<file path="config.mk">
export PLATFORM = sky130hd
export DESIGN_NAME = bypass_tracker
export DESIGN_NICKNAME = d
export VERILOG_FILES = /design/src/rtl/bypass_tracker_pkg.sv /design/src/rtl/bypass_tracker_stage_reg.sv /design/src/rtl/bypass_tracker.sv
export SDC_FILE = /design/constraint.sdc
export NUM_CORES = 1
export LEC_CHECK = 0
export CORE_MARGIN = 4
export CORE_UTILIZATION = 45
export CTS_CLUSTER_DIAMETER = 50
export DETAILED_ROUTE_END_ITERATION = 8
export MAX_ROUTING_LAYER = met4
export PLACE_DENSITY = 0.86
export SYNTH_ARGS = -nofsm -noshare
export SYNTH_HDL_FRONTEND = slang
export SYNTH_SLANG_ARGS = --single-unit
export TNS_END_PERCENT = 30
</file>
<file path="constraint.sdc">
create_clock -name clk -period 3.9 [get_ports clk]
set_clock_uncertainty 0.05 [all_clocks]
set_input_delay 1.17 -clock clk [delete_from_list [all_inputs] [get_ports clk]]
set_output_delay 1.17 -clock clk [all_outputs]
set_load 0.02 [all_outputs]
</file>
<file path="src/rtl/bypass_tracker_pkg.sv">
// Shared pipeline definitions for the operand-forwarding producer side.
// stage_t is the per-stage bookkeeping every tracked pipeline stage carries.
package bypass_tracker_pkg;

   localparam int XLEN      = 32;
   localparam int NREG_BITS = 5;

   typedef struct packed {
      logic [NREG_BITS-1:0] rd;
      logic                 we;
      logic                 is_load;
   } stage_t;

   localparam stage_t BUBBLE = '0;

endpackage

</file>
<file path="src/rtl/bypass_tracker_stage_reg.sv">
// One tracked pipeline stage: async clear, hold on freeze, bubble insertion.
// Bubble insertion wins over hold so a flush can kill a frozen stage.
module bypass_stage_reg
   import bypass_tracker_pkg::*;
(
   input  logic   clk,
   input  logic   rst,
   input  logic   hold,
   input  logic   insert_bubble,
   input  stage_t d,
   output stage_t q
);

   always_ff @(posedge clk or posedge rst) begin
      if (rst) begin
         q <= BUBBLE;
      end else if (insert_bubble) begin
         q <= BUBBLE;
      end else if (!hold) begin
         q <= d;
      end
   end

endmodule

</file>
<file path="src/rtl/bypass_tracker.sv">
// Tracks in-flight register writes through EX, MEM_REQ, MEM_RESP and WB,
// publishes forwardable write info per stage and raises the load-use interlock.
module bypass_tracker #(
   parameter int XLEN      = bypass_tracker_pkg::XLEN,
   parameter int NREG_BITS = bypass_tracker_pkg::NREG_BITS
) (
   input  logic                 clk,
   input  logic                 rst,
   input  logic                 stall_in,
   input  logic                 flush,
   input  logic                 issue_valid,
   input  logic [NREG_BITS-1:0] issue_rd,
   input  logic                 issue_we,
   input  logic                 issue_is_load,
   input  logic [NREG_BITS-1:0] issue_rs1,
   input  logic [NREG_BITS-1:0] issue_rs2,
   input  logic                 issue_uses_rs1,
   input  logic                 issue_uses_rs2,
   input  logic [XLEN-1:0]      ex_result,
   output logic [NREG_BITS-1:0] ex_rd,
   output logic [NREG_BITS-1:0] mem_req_rd,
   output logic [NREG_BITS-1:0] mem_resp_rd,
   output logic [NREG_BITS-1:0] wb_rd,
   output logic                 ex_reg_we,
   output logic                 mem_req_reg_we,
   output logic                 mem_resp_reg_we,
   output logic                 wb_reg_we,
   output logic [XLEN-1:0]      mem_req_alu_result,
   output logic [XLEN-1:0]      mem_resp_alu_result,
   output logic                 load_use_stall
);

   import bypass_tracker_pkg::*;

   stage_t          issue_stage;
   stage_t          ex_q;
   stage_t          mem_req_q;
   stage_t          mem_resp_q;
   stage_t          wb_q;
   logic            ex_insert_bubble;
   logic            rs1_hazard;
   logic            rs2_hazard;
   logic [XLEN-1:0] mem_req_result;
   logic [XLEN-1:0] mem_resp_result;

   function automatic logic load_hit(input stage_t s, input logic [NREG_BITS-1:0] rs);
      return s.we && s.is_load && (s.rd == rs);
   endfunction

   // x0 is never tracked as written, so its write-enable is dropped at capture.
   always_comb begin
      issue_stage         = BUBBLE;
      issue_stage.rd      = issue_rd;
      issue_stage.we      = issue_valid && issue_we && (issue_rd != '0);
      issue_stage.is_load = issue_is_load;
   end

   // A load still short of WB cannot be forwarded yet; hold the consumer.
   always_comb begin
      rs1_hazard = issue_uses_rs1 && (issue_rs1 != '0) &&
                   (load_hit(ex_q, issue_rs1) || load_hit(mem_req_q, issue_rs1) ||
                    load_hit(mem_resp_q, issue_rs1));
      rs2_hazard = issue_uses_rs2 && (issue_rs2 != '0) &&
                   (load_hit(ex_q, issue_rs2) || load_hit(mem_req_q, issue_rs2) ||
                    load_hit(mem_resp_q, issue_rs2));
      load_use_stall = issue_valid && (rs1_hazard || rs2_hazard);
   end

   assign ex_insert_bubble = flush || (!stall_in && (!issue_valid || load_use_stall));

   bypass_stage_reg u_ex (
      .clk           (clk),
      .rst           (rst),
      .hold          (stall_in),
      .insert_bubble (ex_insert_bubble),
      .d             (issue_stage),
      .q             (ex_q)
   );

   bypass_stage_reg u_mem_req (
      .clk           (clk),
      .rst           (rst),
      .hold          (stall_in),
      .insert_bubble (1'b0),
      .d             (ex_q),
      .q             (mem_req_q)
   );

   bypass_stage_reg u_mem_resp (
      .clk           (clk),
      .rst           (rst),
      .hold          (stall_in),
      .insert_bubble (1'b0),
      .d             (mem_req_q),
      .q             (mem_resp_q)
   );

   bypass_stage_reg u_wb (
      .clk           (clk),
      .rst           (rst),
      .hold          (stall_in),
      .insert_bubble (1'b0),
      .d             (mem_resp_q),
      .q             (wb_q)
   );

   // Results travel alongside MEM_REQ/MEM_RESP; bubble results are don't-care.
   always_ff @(posedge clk or posedge rst) begin
      if (rst) begin
         mem_req_result  <= '0;
         mem_resp_result <= '0;
      end else if (!stall_in) begin
         mem_req_result  <= ex_result;
         mem_resp_result <= mem_req_result;
      end
   end

   // Load data only becomes forwardable once it reaches WB.
   assign ex_rd               = ex_q.rd;
   assign mem_req_rd          = mem_req_q.rd;
   assign mem_resp_rd         = mem_resp_q.rd;
   assign wb_rd               = wb_q.rd;
   assign ex_reg_we           = ex_q.we && !ex_q.is_load;
   assign mem_req_reg_we      = mem_req_q.we && !mem_req_q.is_load;
   assign mem_resp_reg_we     = mem_resp_q.we && !mem_resp_q.is_load;
   assign wb_reg_we           = wb_q.we;
   assign mem_req_alu_result  = mem_req_result;
   assign mem_resp_alu_result = mem_resp_result;

endmodule
</file>
==> results by group, run 1 <==
Final layout
  – Area Growth Syn to Fin: 42.6%
  – Reg area: about 2300 um^2
  – Layout cell share with drive strength beyond 1: 0.286
  – Number of fill cells: between 600 and 700
  – Layout net count: around 470
  – Multi-input logic area: around 1600 um^2
  – # diodes: 0
  – Post-Layout Cell Count: between 500 and 600

Placement
  – Placed cell count: just over 500
  – Placed wire-length estimate: approximately 6700 um
  – GPL Wtd Cong: around 0.83
  – Place WS: -0.724 ns
  – Port Buffers: between 100 and 150

Outcome
  – Run status: complete, no violations

CTS
  – Clock Sink Count: 91
  – Root buf cell: clkbuf_8
  – H-tree depth: 3
  – CTS tree: yes
  – Cts hold-fix bufs: 0
  – Clock Tree Buf Depth: 2
  – TritonCTS Buffers: 9
  – Worst-path clk slew: around 0.1 ns
  – Later-pin clock latency in the skew report: approximately 0.35 ns

Yosys
  – Post-synth cell types: 23
  – Area leader, netlist: dfrtp_1
  – Syn_nets: 334
  – Mean post-synth cell area: 14.3 um^2
  – Sequential element share of the synthesized area: 0.574
  – Synth area leaders: dfrtp_1, mux2_2, xor2_1, buf_4, o32ai_1
  – Synthesized instance count: approximately 280
  – Syn Std Cell Area: between 3000 and 4000 um^2
  – Syn. warnings: 0
  – Yosys reg bits: 91
  – Area share of the largest cell type after synthesis: 0.574

GRT
  – Antenna violations before repair: 0
  – First-pass GRT wire length: between 10000 and 15000 um
  – Grt ovf: 0
  – Pin count of the biggest net entering global routing: 94
  – Tot GR Track Use: 0.187
  – Vias in the first global route: 2862

Power
  – Internal power: around 1.7 mW
  – Pleak: ~2.4 nW
  – Switching Share: 0.294
  – Combinational power share: 0.245
  – Switching Power: a little under 0.7 mW
  – Seq pwr share: 0.470
  – Worst VDD drop: ~290 uV
  – Clock power frac: 0.284
  – Pwr dens: 417 nW/um^2

Floorplanning
  – Die W: 102 um
  – Ports: ~150
  – Die Area: approximately 10000 um^2
  – CORE AREA: ~8400 um^2
  – Row count: 33
  – Die H: approximately 100 um
  – Initial core utilization: 0.474

Routing
  – DR WL/cell: between 15 and 20 um
  – Router iterations before antenna repair: 4
  – DRC Markers: 0
  – Final ANT Viol Nets: 0
  – Total number of vias: about 2700
  – Final wirelength: 9170 um
  – Iteration-0 DRC Markers: 100
  – Drt via density: approximately 5

Timing
  – Worst slew margin: 0.274
  – Max Slew Vio Count: 0
  – Worst-Margin Slew: roughly 1.1 ns
  – Max Clock Freq: 260 MHz
  – Setup ws final: between 0.04 and 0.05 ns
  – Final hold vios: 0
  – Fin crit period: 3.85 ns
  – Tcrit/Tclk final: 0.987
  – Worst hold slack: between 0.4 and 0.5 ns
  – Final setup vio count: 0

Worst setup path
  – Data arrival, critical path: 2.63 ns
  – WS Path Type: in2out
  – Crit-path max FO: 3
  – CP Launch Type: input pin
  – WP data required: 2.68 ns
  – Critical Path Sink Type: output pin

Hold path
  – Hold WC Path Type: reg2reg

Flow run
  – Max Cap Viol: 0
## critical path: stages
cell and delay, ns:
dlygate4sd2_1 0.27, buf_4 0.15, or4_4 0.47, o21ai_1 0.16, a31oi_2 0.07, o21a_1 0.21, buf_6 0.13
## synthesized netlist by cell type (all sizes together)
| cell type | instances |
|---|---|
| mux2 | 84 |
| clkbuf | 5 |
| a31oi | 2 |
| o2111ai | 1 |
| o32ai | 7 |
| o21ai | 2 |
| buf | 21 |
| o21a | 1 |
| dfrtp | 91 |
| nor2b | 4 |
| or4 | 3 |
| inv | 1 |
| nand4 | 6 |
| nor2 | 1 |
| nand2 | 7 |
| nand3b | 6 |
| xnor2 | 6 |
| nor4 | 6 |
| xor2 | 24 |
## state kept, by name, indices dropped and copies added, names as in the netlist
signal and flops:
mem_req_alu_result 32, u_mem_resp.q 7, u_ex.q 7, mem_resp_alu_result 32
u_wb.q 6, u_mem_req.q 7
## path summary, 6_finish.rpt
check                                       startpoint                endpoint  slack, ns  cells after the start
worst min register to register  mem_resp_alu_result[8]  mem_resp_alu_result[8]       0.46                      1
max in group asynchronous                          rst  mem_req_alu_result[18]       1.92                      3
worst min-delay path            mem_resp_alu_result[8]  mem_resp_alu_result[8]       0.46                      1
min in group asynchronous                          rst  mem_req_alu_result[24]       1.17                      2
worst max register to register               u_ex.q[4]               u_ex.q[4]       2.05                      6
worst max-delay path                      issue_rs1[3]          load_use_stall       0.05                      7
## layout make-up
| type | count | area share |
|---|---|---|
| Inverter | 1 | 0.000884 |
| Tap cell | 105 | 0.0232 |
| Clock inverter | 6 | 0.0135 |
| Clock buffer | 10 | 0.0226 |
| Multi-Input combinational cell | 160 | 0.275 |
| Sequential cell | 91 | 0.402 |
| Timing Repair Buffer | 152 | 0.263 |
## logic make-up (layout without fill, tap and decap cells)
| logic type | count (synthesis) | after routing | share of synthesized area |
|---|---|---|---|
| muxes | 84 | 84 | 0.238 |
| xor gates and xnor gates | 30 | 30 | 0.0662 |
| buffers and inverters | 27 | 169 | 0.0416 |
| and+or+nand+nor | 33 | 33 | 0.0508 |
| AOI/OAI and AO/OA | 13 | 13 | 0.0293 |
| DFF | 91 | 91 | 0.574 |
## layout by cell type, fill, tap and decap left out
cell type / n
buf_4: 8
dlygate4sd2_1: 3
buf_12: 1
clkbuf_2: 5
clkbuf_1: 1
nand4_1: 6
nand2_1: 7
inv_8: 1
clkinv_2: 1
dlymetal6s2s_1: 1
mux2_2: 80
nand3b_1: 6
xor2_1: 24
xnor2_1: 6
o21ai_1: 1
clkbuf_8: 9
or4_4: 2
nor4_2: 4
o2111ai_1: 1
a31oi_2: 2
clkdlybuf4s15_1: 1
bufinv_16: 1
buf_6: 1
o21a_1: 1
nor4_1: 2
o21ai_2: 1
clkdlybuf4s50_1: 132
mux2_1: 4
or4_1: 1
dfrtp_1: 91
o32ai_1: 7
nor2_1: 1
nor2b_1: 4
inv_6: 4
## through the flow
stage	utilization	TNS [ns]	cell area [um^2]	power, mW
2_1_floorplan	-	0	3970	1.41
3_3_place_gp	0.650	-0.707	5450	1.70
3_5_place_dp	0.650	-0.724	5450	1.72
4_1_cts	0.675	0	5660	2.39
5_1_grt	0.675	-0.00733	5660	2.47
6_report	0.675	0	5660	2.36
## what timing repair did
| action | 4_1_cts | 5_1_grt |
|---|---|---|
| pin swaps | 5 | 12 |
| gates resized for setup | 17 | 17 |
| hold endpoints to repair | 0 | 0 |
| setup buffers | 0 | 0 |
| setup endpoints to repair | 1 | 1 |
## power by group through the flow
stage | clock network [mW] | logic, mW | registers [mW]
global placement | 0 | 0.578 | 1.12
floorplan | 0 | 0.182 | 1.23
CTS | 0.690 | 0.587 | 1.11
detailed placement | 0 | 0.585 | 1.13
finish | 0.671 | 0.580 | 1.11
global route | 0.731 | 0.613 | 1.13
## per-layer routing
metal  global-route usage  wire length (um)
met2                0.298              4560
met1                0.227              3780
met3               0.0532               671
met5                    -                 0
met4               0.0686               172
No activity file was read; power rests on OpenSTA's default activity.
==> run 2, diff against run 1 <==
- REMOVE_ABC_BUFFERS: unset -> 1
==> run 2 against run 1 <==
  * Die area unchanged
  * Flip-flop and latch count unchanged
  * Final cell count grew 0.57%
  * First-iteration DRC count decreased by 32%
  * Non-clock buffer count rose by 3
  * Sequential share of layout area fell by 0.21 points
  * Via count up 1.2%
  * Critical path type unchanged
  * Largest power group unchanged
==> results by group, run 2 (synthesis gave the netlist of run 1 again) <==
Floorplanning
  – Ports: 145 (unchanged)
  – Die H: 102 um (unchanged)
  – CORE AREA: 8380 um^2 (unchanged)
  – Die Area: 10400 um^2 (unchanged)
  – Die W: 102 um (unchanged)
  – Row count: 33 (unchanged)
  – Initial core utilization: 0.474 (unchanged)

Placement
  – Placed Area: 5470 um^2 (+0.28%)
  – GPL Wtd Cong: 0.841 (+1.6%)
  – Port Buffers: 144 (unchanged)
  – Placed wire-length estimate: 7160 um (+7.5%)

Worst setup path
  – Crit path to: load_use_stall
  – Critical path buffers and inverters: 2 (-1)
  – Worst r2r src: u_ex.q[3]
  – Slowest-stage cell, CP: nor4_2
  – CP top delay family: simple AND/OR/NAND/NOR gates
  – CP max stage delay: 0.33 ns (-0.14 ns)
  – Worst r2r path cells: 7 (+1)
  – FF-to-FF setup slack: 1.97 ns (-0.08 ns)
  – Crit-path max FO: 4 (+1)
  – CP Launch Type: input pin
  – Worst R2R End: u_ex.q[4]
  – WP data required: 2.68 ns (about the same)
  – Data arrival, critical path: 2.61 ns (-0.02 ns)
  – Setup crit start: issue_rs1[1]
  – Critical Path Sink Type: output pin
  – WS Path Type: in2out
  – Stages on worst setup path: 7 (unchanged)
  – Cell Chain, Critical Path: dlygate4sd2_1 -> xor2_1 -> nor4_2 -> nand4_1 -> a31oi_2 -> o21a_1 -> buf_4

CTS
  – Root buf cell: clkbuf_8
  – Worst-path clk slew: 0.08 ns (-0.02 ns)
  – TritonCTS Buffers: 9 (unchanged)
  – CTS tree: yes
  – Cts hold-fix bufs: 0 (unchanged)
  – Clock Tree Buf Depth: 2 (unchanged)
  – Clock Sink Count: 91 (unchanged)
  – Later-pin clock latency in the skew report: 0.34 ns (about the same)
  – H-tree depth: 3 (unchanged)

GRT
  – Grt ovf: 0 (unchanged)
  – Met1 usage: 0.247 (+0.0198)
  – Tot GR Track Use: 0.200 (+0.0132)
  – Met3 Usage GRT: 0.0751 (+0.0218)
  – Antenna violations before repair: 0 (unchanged)
  – Vias in the first global route: 3045 (+6.4%)
  – First-pass GRT wire length: 15400 um (+6.3%)
  – Met2 usage: 0.314 (+0.0156)
  – Pin count of the biggest net entering global routing: 67 (-29%)
  – Global-route layer with the greatest usage: met2

Hold path
  – Hold WC Path Type: reg2reg

Routing
  – Iteration-0 DRC Markers: 68 (-32%)
  – DRC Markers: 0 (unchanged)
  – Drt via density: 5.18 (+0.65%)
  – DR WL/cell: 18.5 um (+5.6%)
  – Final wirelength: 9750 um (+6.2%)
  – Total number of vias: 2737 (+1.2%)
  – Final ANT Viol Nets: 0 (unchanged)
  – Router iterations before antenna repair: 6 (+2)

Timing
  – Max Clock Freq: 261 MHz (+0.54%)
  – Final hold vios: 0 (unchanged)
  – Worst-Margin Slew: 0.785 ns (-0.304 ns)
  – Worst slew margin: 0.477 (+0.203)
  – Max Slew Vio Count: 0 (unchanged)
  – Fin crit period: 3.83 ns (-0.0205 ns)
  – Final setup vio count: 0 (unchanged)
  – RSZ-0062 raised after global routing: no
  – Tcrit/Tclk final: 0.982 (-0.00527)

Power
  – Internal power: 1.69 mW (+1.4%)
  – Clock power frac: 0.278 (-0.006)
  – Pwr dens: 414 nW/um^2 (-0.87%)
  – Switching Share: 0.282 (-0.0124)
  – Pleak: 2.42 nW (+0.52%)
  – Worst VDD drop: 332 uV (+14%)
  – Seq pwr share: 0.474 (+0.004)
  – Switching Power: 0.664 mW (-4.5%)
  – Power, Total: 2.35 mW (-0.34%)
  – Combinational power share: 0.248 (+0.003)

Final layout
  – Layout cell share with drive strength beyond 1: 0.277 (-0.00912)
  – Reg area: 2280 um^2 (unchanged)
  – Most frequent cells in the layout: clkdlybuf4s50_1, dfrtp_1, mux2_2
  – Number of fill cells: 615 (-3.1%)
  – Area Growth Syn to Fin: 43.3%
  – Layout net count: 474 (+0.64%)
  – Commonest non-fill, non-tap cell in the layout: clkdlybuf4s50_1
  – Multi-input logic area: 1550 um^2 (-0.64%)
  – Finished Cell Area: 5690 um^2 (+0.53%)
  – # diodes: 0 (unchanged)

Flow run
  – Max Cap Viol: 0 (unchanged)

Outcome
  – Run status: complete, no violations
run 2: cell count changes in the layout (fill, tap and decap cells not counted), moves of 2 or more:
cell           delta
inv_6             -3
buf_4             +4
clkbuf_2          -5
clkbuf_8          +2
dlygate4sd2_1     +7
run 2: how the worst min path moves through the flow:
stage | from | to | slack [ns] | depth (start not counted)
detailed placement | mem_resp_alu_result[21] | mem_resp_alu_result[21] | 0.44 | 1
global route | mem_resp_alu_result[8] | mem_resp_alu_result[8] | 0.47 | 1
finish | u_wb.q[2] | u_wb.q[2] | 0.45 | 1
CTS | u_wb.q[2] | u_wb.q[2] | 0.46 | 1
floorplan | u_mem_resp.q[0] | u_mem_resp.q[0] | 0.47 | 1
global placement | u_wb.q[2] | u_wb.q[2] | 0.42 | 1
run 2: final cells by class:
class	count	area share
Sequential cell	91	0.400
Multi-Input combinational cell	160	0.272
Timing Repair Buffer	155	0.267
Clock buffer	11	0.0266
Tap cell	105	0.0231
Clock inverter	5	0.0106
Inverter	1	0.000880
run 2: timing repair:
action,4_1_cts,5_1_grt
gates resized for setup,17,1
pin swaps,5,1
buffers inserted,1,0
setup endpoints to repair,1,1
run 2: power by group through the flow:
stage                     Sequential [mW]  Clock, mW  Combinational, mW
after detailed placement             1.14          0              0.588
after global routing                 1.13      0.714              0.619
after CTS                            1.12      0.671              0.591
after floorplan                      1.24          0              0.143
final                                1.12      0.655              0.583
after global placement               1.13          0              0.578
run 2: through the flow:
stage | cells | worst slack [ns] | setup TNS (ns) | hold WS, ns | util
6_report | 528 | 0.0695 | 0 | 0.451 | 0.679
2_1_floorplan | 252 | 0.316 | 0 | 0.475 | -
3_5_place_dp | 511 | -0.739 | -0.739 | 0.441 | 0.652
4_1_cts | 528 | 0.0487 | 0 | 0.458 | 0.678
5_1_grt | 528 | 0.0290 | 0 | 0.469 | 0.679
3_3_place_gp | 511 | -0.630 | -0.630 | 0.425 | 0.652
run 2: worst reg2reg max path: cells and delay by family (launching register included):
kind                      cells  cell delay, ns
AOI/OAI and AO/OA             2            0.30
and+or+nand+nor               2            0.48
xor gates and xnor gates      1            0.21
DFF                           1            0.48
buffers and inverters         2            0.29
run 2: layer usage:
metal / vias up / wire, um
li1: 1254 / -
met5: - / 0
met4: 0 / 100
met2: 111 / 4660
met3: 9 / 875
met1: 1363 / 4110
==> run 3, diff against run 2 <==
- CTS_BUF_LIST: unset -> sky130_fd_sc_hd__clkbuf_16
- CTS_CLUSTER_SIZE: unset -> 40
==> run 3 against run 2 <==
  * Sequential power is essentially flat
  * Wire length unchanged
  * Non-clock buffer count stayed put
  * Final cell count stayed put
  * Largest cell class unchanged
  * Register-to-register slack is essentially flat
==> results by group, run 3 (synthesis gave the netlist of run 1 again) <==
Final layout
  – Area Growth Syn to Fin: 45.4%
  – Commonest non-fill, non-tap cell in the layout: clkdlybuf4s50_1
  – Final core utilization: 0.688 (+0.00970)
  – Number of fill cells: 609 (-0.98%)
  – Layout net count: 474 (unchanged)
  – Most frequent cells in the layout: clkdlybuf4s50_1, dfrtp_1, mux2_2
  – Layout cell share with drive strength beyond 1: 0.272 (-0.00473)
  – # diodes: 0 (unchanged)
  – Finished Cell Area: 5770 um^2 (+1.4%)

Timing
  – RSZ-0062 raised after global routing: no
  – Setup ws final: 0.0806 ns (+0.0110 ns)
  – Fin crit period: 3.82 ns (-0.0110 ns)
  – Final setup vio count: 0 (unchanged)
  – Tcrit/Tclk final: 0.979 (-0.00283)
  – Final hold vios: 0 (unchanged)
  – Max Slew Vio Count: 0 (unchanged)
  – Worst slew margin: 0.476 (-0.000860)
  – Worst hold slack: 0.446 ns (-0.00503 ns)
  – Setup TNS: 0 ns (unchanged)
  – Worst-Margin Slew: 0.786 ns (+0.00129 ns)
  – Max Clock Freq: 262 MHz (+0.29%)

GRT
  – Antenna violations before repair: 0 (unchanged)
  – Pin count of the biggest net entering global routing: 67 (unchanged)
  – Tot GR Track Use: 0.200 (about the same)
  – Vias in the first global route: 3098 (+1.7%)
  – First-pass GRT wire length: 15500 um (+0.49%)
  – Grt ovf: 0 (unchanged)

CTS
  – Clock Tree Buf Depth: 2 (unchanged)
  – CTS tree: yes
  – Root buf cell: clkbuf_16
  – TritonCTS Buffers: 9 (unchanged)
  – H-tree depth: 3 (unchanged)
  – Clock Sink Count: 91 (unchanged)
  – Later-pin clock latency in the skew report: 0.32 ns (-0.02 ns)
  – Worst-path clk slew: 0.06 ns (-0.02 ns)

Routing
  – DR WL/cell: 18.5 um (unchanged)
  – Router iterations before antenna repair: 4 (-2)
  – DRC Markers: 0 (unchanged)
  – Final wirelength: 9750 um (unchanged)
  – Iteration-0 DRC Markers: 60 (-12%)
  – Final ANT Viol Nets: 0 (unchanged)
  – Drt via density: 5.27 (+1.8%)
  – Total number of vias: 2785 (+1.8%)

Worst setup path
  – CP Launch Type: input pin
  – Data arrival, critical path: 2.60 ns (about the same)
  – Crit-path max FO: 4 (unchanged)
  – WS Path Type: in2out
  – WP data required: 2.68 ns (about the same)
  – Critical Path Sink Type: output pin

Placement
  – Placed Area: 5470 um^2 (unchanged)
  – Port Buffers: 144 (unchanged)
  – Place WS: -0.739 ns (unchanged)
  – Placed wire-length estimate: 7160 um (unchanged)
  – GPL Wtd Cong: 0.841 (unchanged)

Floorplanning
  – Ports: 145 (unchanged)
  – Row count: 33 (unchanged)
  – CORE AREA: 8380 um^2 (unchanged)
  – Die Area: 10400 um^2 (unchanged)
  – Die W: 102 um (unchanged)
  – Die H: 102 um (unchanged)
  – Initial core utilization: 0.474 (unchanged)

Power
  – Pleak: 2.46 nW (+1.4%)
  – Pwr dens: 440 nW/um^2 (+6.4%)
  – Worst VDD drop: 302 uV (-8.8%)

Flow run
  – Max Cap Viol: 0 (unchanged)

Outcome
  – Run status: complete, no violations

Hold path
  – Hold WC Path Type: reg2reg
-- run 3: cell type report --
class / count / area, um^2 / area share
sequential: 91 / 2280 / 0.395
tap: 105 / 131 / 0.0228
multi-input combinational: 160 / 1550 / 0.268
clock buffer: 9 / 225 / 0.0390
timing repair buffer: 155 / 1520 / 0.263
clock inverter: 7 / 67.6 / 0.0117
inverter: 1 / 5.00 / 0.000867
-- run 3: metal layers --
layer  wire, um  up-vias  global-route usage
li1           -     1264                   -
met1       4040     1405               0.243
met2       4760      107               0.320
met3        846        9              0.0717
met4        100        0              0.0494
met5          0        -                   -
-- run 3: critical path, stage by stage --
cell and delay, ns:
dlygate4sd2_1 0.29, xor2_1 0.17, nor4_2 0.32, nand4_1 0.15
a31oi_2 0.20, o21a_1 0.15, buf_4 0.14
-- run 3: repair_timing --
action                                  4_1_cts  5_1_grt
hold buffers                                  0        0
gates resized for setup                      17        1
buffers inserted                              1        0
endpoints found under the setup margin        1        1
pin swaps                                     5        1
hold endpoints to repair                      0        0
-- run 3: worst paths after layout --
check	slack, ns	depth (start not counted)	end	from
max	0.08	7	load_use_stall	issue_rs1[1]
min	0.45	1	u_wb.q[2]	u_wb.q[2]
max reg2reg	1.98	7	u_ex.q[4]	u_ex.q[3]
min reg2reg	0.45	1	u_wb.q[2]	u_wb.q[2]
max in group asynchronous	1.95	3	mem_req_alu_result[15]	rst
min in group asynchronous	1.16	2	mem_resp_alu_result[16]	rst
-- run 3: metrics by stage --
step	power [mW]	std cells
3_3_place_gp	1.70	511
6_report	2.54	528
3_5_place_dp	1.72	511
4_1_cts	2.57	528
5_1_grt	2.65	528
2_1_floorplan	1.38	252
-- run 3: where the power goes --
group	internal [mW]	total (mW)	leakage (nW)	switching (mW)
logic	0.314	0.583	1.20	0.268
clock network	0.494	0.841	0.141	0.347
registers	1.04	1.12	1.12	0.0742
total	1.85	2.54	2.46	0.689
